<file path="config.mk">
export PLATFORM = sky130hd
export DESIGN_NAME = multicycle_ctrl
export DESIGN_NICKNAME = d
export VERILOG_FILES = /design/src/rtl/multicycle_ctrl.sv
export SDC_FILE = /design/constraint.sdc
export NUM_CORES = 1
export LEC_CHECK = 0
export BUFFER_PORTS_ARGS = -buffer_cell sky130_fd_sc_hd__buf_2
export CELL_PAD_IN_SITES_DETAIL_PLACEMENT = 1
export CELL_PAD_IN_SITES_GLOBAL_PLACEMENT = 2
export CORE_MARGIN = 8
export CORE_UTILIZATION = 31
export DETAILED_ROUTE_END_ITERATION = 10
export PLACE_DENSITY_LB_ADDON = 0.1
export SLEW_MARGIN = 20
export SYNTH_ARGS = -nofsm -noshare
export SYNTH_HDL_FRONTEND = slang
export SYNTH_SLANG_ARGS = --single-unit
</file>
<file path="constraint.sdc">
create_clock -name iClk -period 3.25 [get_ports iClk]
set_input_delay 0.65 -clock iClk [delete_from_list [all_inputs] [get_ports iClk]]
set_output_delay 0.65 -clock iClk [all_outputs]
set_load 0.01 [all_outputs]
</file>
<file path="src/rtl/multicycle_ctrl.sv">
`default_nettype none
// ============================================================================
//  Module      : multicycle_ctrl
//  Description : Main control FSM for a multicycle RV32 datapath. It sequences
//                fetch, decode, execute, memory and writeback steps, bounds
//                every memory wait with a timeout, and parks in a sticky TRAP
//                state on illegal decode or memory timeout.
//  Revision    : 1.0 - initial release
// ============================================================================
module multicycle_ctrl #(
   parameter int MEM_TIMEOUT = 16
) (
   input  logic       iClk,
   input  logic       iRstN,
   input  logic [9:1] iInstrType,
   input  logic       iBranchTaken,
   input  logic       iMemReady,
   output logic       oPCWrite,
   output logic       oIRWrite,
   output logic       oRegWrite,
   output logic       oMemRead,
   output logic       oMemWrite,
   output logic [1:0] oAluSrcA,
   output logic [1:0] oAluSrcB,
   output logic [1:0] oAluOp,
   output logic [1:0] oResultSrc,
   output logic [3:0] oState,
   output logic       oTrap
);

   // State encoding (externally visible on oState)
   localparam logic [3:0] c_FETCH  = 4'd0;
   localparam logic [3:0] c_DECODE = 4'd1;
   localparam logic [3:0] c_MEMADR = 4'd2;
   localparam logic [3:0] c_MEMRD  = 4'd3;
   localparam logic [3:0] c_MEMWB  = 4'd4;
   localparam logic [3:0] c_MEMWR  = 4'd5;
   localparam logic [3:0] c_EXECR  = 4'd6;
   localparam logic [3:0] c_EXECI  = 4'd7;
   localparam logic [3:0] c_ALUWB  = 4'd8;
   localparam logic [3:0] c_BRANCH = 4'd9;
   localparam logic [3:0] c_JAL    = 4'd10;
   localparam logic [3:0] c_JALR   = 4'd11;
   localparam logic [3:0] c_LUI    = 4'd12;
   localparam logic [3:0] c_AUIPC  = 4'd13;
   localparam logic [3:0] c_TRAP   = 4'd15;

   // Operand / operation / writeback select encodings
   localparam logic [1:0] c_A_PC     = 2'b00;
   localparam logic [1:0] c_A_RS1    = 2'b01;
   localparam logic [1:0] c_B_RS2    = 2'b00;
   localparam logic [1:0] c_B_IMM    = 2'b01;
   localparam logic [1:0] c_B_FOUR   = 2'b10;
   localparam logic [1:0] c_OP_ADD   = 2'b00;
   localparam logic [1:0] c_OP_CMP   = 2'b01;
   localparam logic [1:0] c_OP_FUNCT = 2'b10;
   localparam logic [1:0] c_RES_ALU  = 2'b00;
   localparam logic [1:0] c_RES_MEM  = 2'b01;
   localparam logic [1:0] c_RES_PC4  = 2'b10;
   localparam logic [1:0] c_RES_IMM  = 2'b11;

   // Counter is wide enough to hold MEM_TIMEOUT-1 even for tiny timeouts
   localparam int              c_CW        = $clog2(MEM_TIMEOUT + 1);
   localparam logic [c_CW-1:0] c_WAIT_LAST = c_CW'(MEM_TIMEOUT - 1);

   logic [3:0]      r_state;
   logic [3:0]      w_next;
   logic [c_CW-1:0] r_wait_cnt;
   logic            r_is_load;
   logic            w_onehot;
   logic            w_wait_state;
   logic            w_timeout;

   assign w_onehot     = (iInstrType != 9'd0) &&
                         ((iInstrType & (iInstrType - 9'd1)) == 9'd0);
   assign w_wait_state = (r_state == c_FETCH) || (r_state == c_MEMRD) ||
                         (r_state == c_MEMWR);
   // Ready in the final allowed cycle still wins over the timeout
   assign w_timeout    = !iMemReady && (r_wait_cnt == c_WAIT_LAST);

   // Next-state decode
   always_comb begin
      w_next = c_TRAP;
      case (r_state)
         c_FETCH: begin
            if (iMemReady)      w_next = c_DECODE;
            else if (w_timeout) w_next = c_TRAP;
            else                w_next = c_FETCH;
         end
         c_DECODE: begin
            if (!w_onehot)           w_next = c_TRAP;
            else if (iInstrType[9])  w_next = c_BRANCH;
            else if (iInstrType[8])  w_next = c_JALR;
            else if (iInstrType[7])  w_next = c_JAL;
            else if (iInstrType[6])  w_next = c_EXECR;
            else if (iInstrType[5])  w_next = c_AUIPC;
            else if (iInstrType[4])  w_next = c_LUI;
            else if (iInstrType[3])  w_next = c_EXECI;
            else                     w_next = c_MEMADR;
         end
         c_MEMADR: w_next = r_is_load ? c_MEMRD : c_MEMWR;
         c_MEMRD: begin
            if (iMemReady)      w_next = c_MEMWB;
            else if (w_timeout) w_next = c_TRAP;
            else                w_next = c_MEMRD;
         end
         c_MEMWR: begin
            if (iMemReady)      w_next = c_FETCH;
            else if (w_timeout) w_next = c_TRAP;
            else                w_next = c_MEMWR;
         end
         c_MEMWB, c_ALUWB, c_BRANCH, c_JAL,
         c_JALR, c_LUI, c_AUIPC: w_next = c_FETCH;
         c_EXECR, c_EXECI:       w_next = c_ALUWB;
         default:                w_next = c_TRAP;   // TRAP and unused code 14
      endcase
   end

   // State register, wait counter and latched load/store class
   always_ff @(posedge iClk) begin
      if (!iRstN) begin
         r_state    <= c_FETCH;
         r_wait_cnt <= '0;
         r_is_load  <= 1'b0;
      end else begin
         r_state <= w_next;
         if (w_next != r_state)
            r_wait_cnt <= '0;
         else if (w_wait_state && !iMemReady)
            r_wait_cnt <= r_wait_cnt + 1'b1;
         if (r_state == c_DECODE)
            r_is_load <= iInstrType[2];
      end
   end

   // Output decode: purely a function of current state and inputs
   always_comb begin
      oPCWrite   = 1'b0;
      oIRWrite   = 1'b0;
      oRegWrite  = 1'b0;
      oMemRead   = 1'b0;
      oMemWrite  = 1'b0;
      oAluSrcA   = c_A_PC;
      oAluSrcB   = c_B_RS2;
      oAluOp     = c_OP_ADD;
      oResultSrc = c_RES_ALU;
      case (r_state)
         c_FETCH: begin
            oMemRead = 1'b1;
            oAluSrcA = c_A_PC;
            oAluSrcB = c_B_FOUR;
            oIRWrite = iMemReady;
            oPCWrite = iMemReady;
         end
         c_MEMADR: begin
            oAluSrcA = c_A_RS1;
            oAluSrcB = c_B_IMM;
         end
         c_MEMRD:  oMemRead = 1'b1;
         c_MEMWB: begin
            oRegWrite  = 1'b1;
            oResultSrc = c_RES_MEM;
         end
         c_MEMWR:  oMemWrite = 1'b1;
         c_EXECR: begin
            oAluSrcA = c_A_RS1;
            oAluSrcB = c_B_RS2;
            oAluOp   = c_OP_FUNCT;
         end
         c_EXECI: begin
            oAluSrcA = c_A_RS1;
            oAluSrcB = c_B_IMM;
            oAluOp   = c_OP_FUNCT;
         end
         c_ALUWB: begin
            oRegWrite  = 1'b1;
            oResultSrc = c_RES_ALU;
         end
         c_BRANCH: begin
            oAluSrcA = c_A_RS1;
            oAluSrcB = c_B_RS2;
            oAluOp   = c_OP_CMP;
            oPCWrite = iBranchTaken;
         end
         c_JAL: begin
            oAluSrcA   = c_A_PC;
            oAluSrcB   = c_B_IMM;
            oPCWrite   = 1'b1;
            oRegWrite  = 1'b1;
            oResultSrc = c_RES_PC4;
         end
         c_JALR: begin
            oAluSrcA   = c_A_RS1;
            oAluSrcB   = c_B_IMM;
            oPCWrite   = 1'b1;
            oRegWrite  = 1'b1;
            oResultSrc = c_RES_PC4;
         end
         c_LUI: begin
            oRegWrite  = 1'b1;
            oResultSrc = c_RES_IMM;
         end
         c_AUIPC: begin
            oAluSrcA   = c_A_PC;
            oAluSrcB   = c_B_IMM;
            oRegWrite  = 1'b1;
            oResultSrc = c_RES_ALU;
         end
         default: ;   // DECODE and TRAP drive nothing
      endcase
   end

   assign oState = r_state;
   assign oTrap  = (r_state == c_TRAP);

endmodule
`default_nettype wire

</file>
==> results.sh <==
export IMPL_min_period_over_period=0.719
export IMPL_postCtsResizedCells=0
export IMPL_synth_fa_ha_area_frac=0.0389
export IMPL_critical_path_class="register to register"
export IMPL_yosys_warnings=0
export IMPL_insertion_delay_ns=0.23
export IMPL_ys_ff_latch=10
export IMPL_core_um2=3630
export IMPL_cts_clk_slew_worst_paths_ns=0.05
export IMPL_required_ns=3.41
export IMPL_timing_final_ws_setup_ns=0.912
export IMPL_post_dp_hpwl_um=2890
export IMPL_synth_compound_gate_area_share=0.318
export IMPL_status="finished clean"
export IMPL_ir_drop_v=0.000415
export IMPL_critPathSlowestCell="a2111oi_2"
export IMPL_ioPinCount=31
export IMPL_layout_drive_gt1_share=0.288
export IMPL_path_buf_inv=0
export IMPL_via_count=1243
export IMPL_synth_simple_area_share=0.350
export IMPL_cts_made_buffers=3
export IMPL_setup_viol=0
export IMPL_htree_levels=1
export IMPL_syn_area_per_cell_um2=7.23
export IMPL_diodes=0
export IMPL_synth_area_um2=1160
export IMPL_drc=0
export IMPL_muxShareOfSynthArea=0.0173
export IMPL_initial_core_util=0.319
export IMPL_gp_congestion=0.835
export IMPL_cts_setup_buffers=0
export IMPL_fin_cells=232
export IMPL_skew_ns=0.00258
export IMPL_dieArea_um2=5940
export IMPL_async_reset_ff_frac=0
export IMPL_synth_top_cell_area_share=0.173
export IMPL_area_growth_pct=19.0
export IMPL_grt_pass1_vias=1303
export IMPL_cts_sinks=10
export IMPL_cts_tree="done"
export IMPL_grt_pass1_wl_um=6230
export IMPL_finalHoldViolCount=0
export IMPL_synth_edf_count=0
export IMPL_slew_headroom=0.573
export IMPL_drv_slew=0
export IMPL_die_height_um=77.1
export IMPL_synthXorXnorAreaFrac=0.0378
export IMPL_syn_inst=160
export IMPL_fill_cells=485
export IMPL_synth_top_cell_by_area="dfxtp_1"
export IMPL_postRouteAntennaNets=0
export IMPL_period_minus_slack_ns=2.34
export IMPL_synth_top_family_by_area="simple AND/OR/NAND/NOR gates"
export IMPL_ys_seq_area_frac=0.173
export IMPL_placed_cells=229
export IMPL_gr_usage_met2=0.199
export IMPL_p_leak_nw=0.536
export IMPL_rows=22
export IMPL_grt_overflow=0
export IMPL_antenna_found_initial=0
export IMPL_critPathArrivalTime_ns=2.49
export IMPL_cap_violations=0
export IMPL_tns_ns=0
export IMPL_routed_via_density=5.36
export IMPL_synth_cell_types=54
export IMPL_dominantRegCellSynth="dfxtp_1"
export IMPL_cts_root_buf="clkbuf_8"
export IMPL_worstSetupStartpointType="register"
export IMPL_cts_hold_buf=0
export IMPL_power_density_nw_per_um2=857
export IMPL_synth_area_top_cells="dfxtp_1, nor2_1, nor3_2"
export IMPL_worstPathMaxFanout=5
export IMPL_grtUsageMet3=0.0291
export IMPL_busiest_layer="met2"
export IMPL_total_power_mw=1.18
export IMPL_cp_top_family="simple AND/OR/NAND/NOR gates"
export IMPL_path_cells="ha_1 -> and3_1 -> ha_1 -> nand2b_1 -> nor2_1 -> o32a_1 -> a2111oi_2 -> nand3_4 -> nor3_2"
export IMPL_grt_use_met1=0.158
export IMPL_rsz0062_at_grt="false"
export IMPL_post_drt_wl_per_cell_um=15.3
export IMPL_grtUsageTotal=0.122
export IMPL_drt_first_pass_iters=4
export IMPL_cp_slowest_stage_delay_ns=0.37
export IMPL_num_nets_final=201
export IMPL_cts_buffer_depth=2
export IMPL_syn_num_nets=175
export IMPL_wl_um=3550
export IMPL_worstMarginPinSlew_ns=0.639
export IMPL_path_common_cell="ha_1"
export IMPL_critPathCaptureType="register"
export IMPL_drt_iter0_drc=41
export IMPL_grt_max_degree=20
export IMPL_port_buffers=29
export IMPL_hold_path_class="register to register"
export IMPL_fmax_mhz=428
export IMPL_place_ws_ns=0.897
export IMPL_die_width_um=77.1
## cell usage in the layout, fill, tap and decap left out, drive strengths merged, types with 5 or more instances in the layout
cell     n
or3      5
nor3     9
o21ai   10
buf     32
nor2    25
nand3    5
nand2b   7
nand2   10
a21oi    9
dfxtp   10
inv      6
## through the flow
step	instance area, um2	hold WS [ns]	utilization
2_1_floorplan	1160	0.439	-
3_3_place_gp	1340	0.452	0.368
3_5_place_dp	1340	0.463	0.368
4_1_cts	1380	0.470	0.379
5_1_grt	1380	0.497	0.379
6_report	1380	0.463	0.379
## area by class of cell
cell class                      count  area [um2]  area share
Clock buffer                        3        41.3      0.0300
Multi-Input combinational cell    133         886       0.643
Tap cell                           48        60.1      0.0436
Sequential cell                    10         200       0.145
Timing Repair Buffer               32         168       0.122
Inverter                            6        22.5      0.0163
## synth_stat cells, types with 3 or more instances
library cell,instances
o21a_1,3
nand3_1,4
buf_2,3
inv_1,4
nor3_2,5
nor3_1,4
or3_1,3
a211oi_1,4
o21ai_1,5
dfxtp_1,10
o21ai_0,5
and3_1,3
a21oi_1,8
nand2_1,10
a31oi_1,3
nor2_1,25
nand2b_1,7
clkbuf_1,5
xnor2_1,4
## worst paths after layout
| check | depth (start not counted) | start | end | slack (ns) |
|---|---|---|---|---|
| worst max-delay path | 9 | r_wait_cnt[0]$_SDFFE_PP0P_ | r_wait_cnt[2]$_SDFFE_PP0P_ | 0.91 |
| worst max register to register | 9 | r_wait_cnt[0]$_SDFFE_PP0P_ | r_wait_cnt[2]$_SDFFE_PP0P_ | 0.91 |
| worst min register to register | 2 | r_is_load$_SDFFE_PN0P_ | r_is_load$_SDFFE_PN0P_ | 0.46 |
| worst min-delay path | 2 | r_is_load$_SDFFE_PN0P_ | r_is_load$_SDFFE_PN0P_ | 0.46 |
## report_power, final
group	total (mW)	switching (mW)	internal [mW]	leakage, nW
Combinational	0.799	0.469	0.331	0.433
Sequential	0.257	0.105	0.153	0.0814
Clock	0.124	0.0431	0.0807	0.0216
Total	1.18	0.617	0.564	0.536
## state kept, by name, indices dropped and copies added, names as in the netlist
name / count
oState: 4
r_is_load: 1
r_wait_cnt: 5
## routing by layer
layer	vias to the layer above	part of all wire	wire [um]
met2	28	0.45	1600
met3	2	0.039	138
met5	-	0	0
met4	0	0.0076	27
li1	631	-	-
met1	582	0.50	1790
## worst min-delay path: stages, from the launching register on
cell and delay, ns:
dfxtp_1 0.30, nand2_1 0.05, a21boi_0 0.06
## kinds of logic after synthesis
kind of cell,count (synthesis)
AOI/OAI and AO/OA,47
xor gates and xnor gates,5
adders and majority gates,4
buffers and inverters,17
DFF,10
muxes,2
other,1
and+or+nand+nor,74
(Power assumes the default switching activity.)
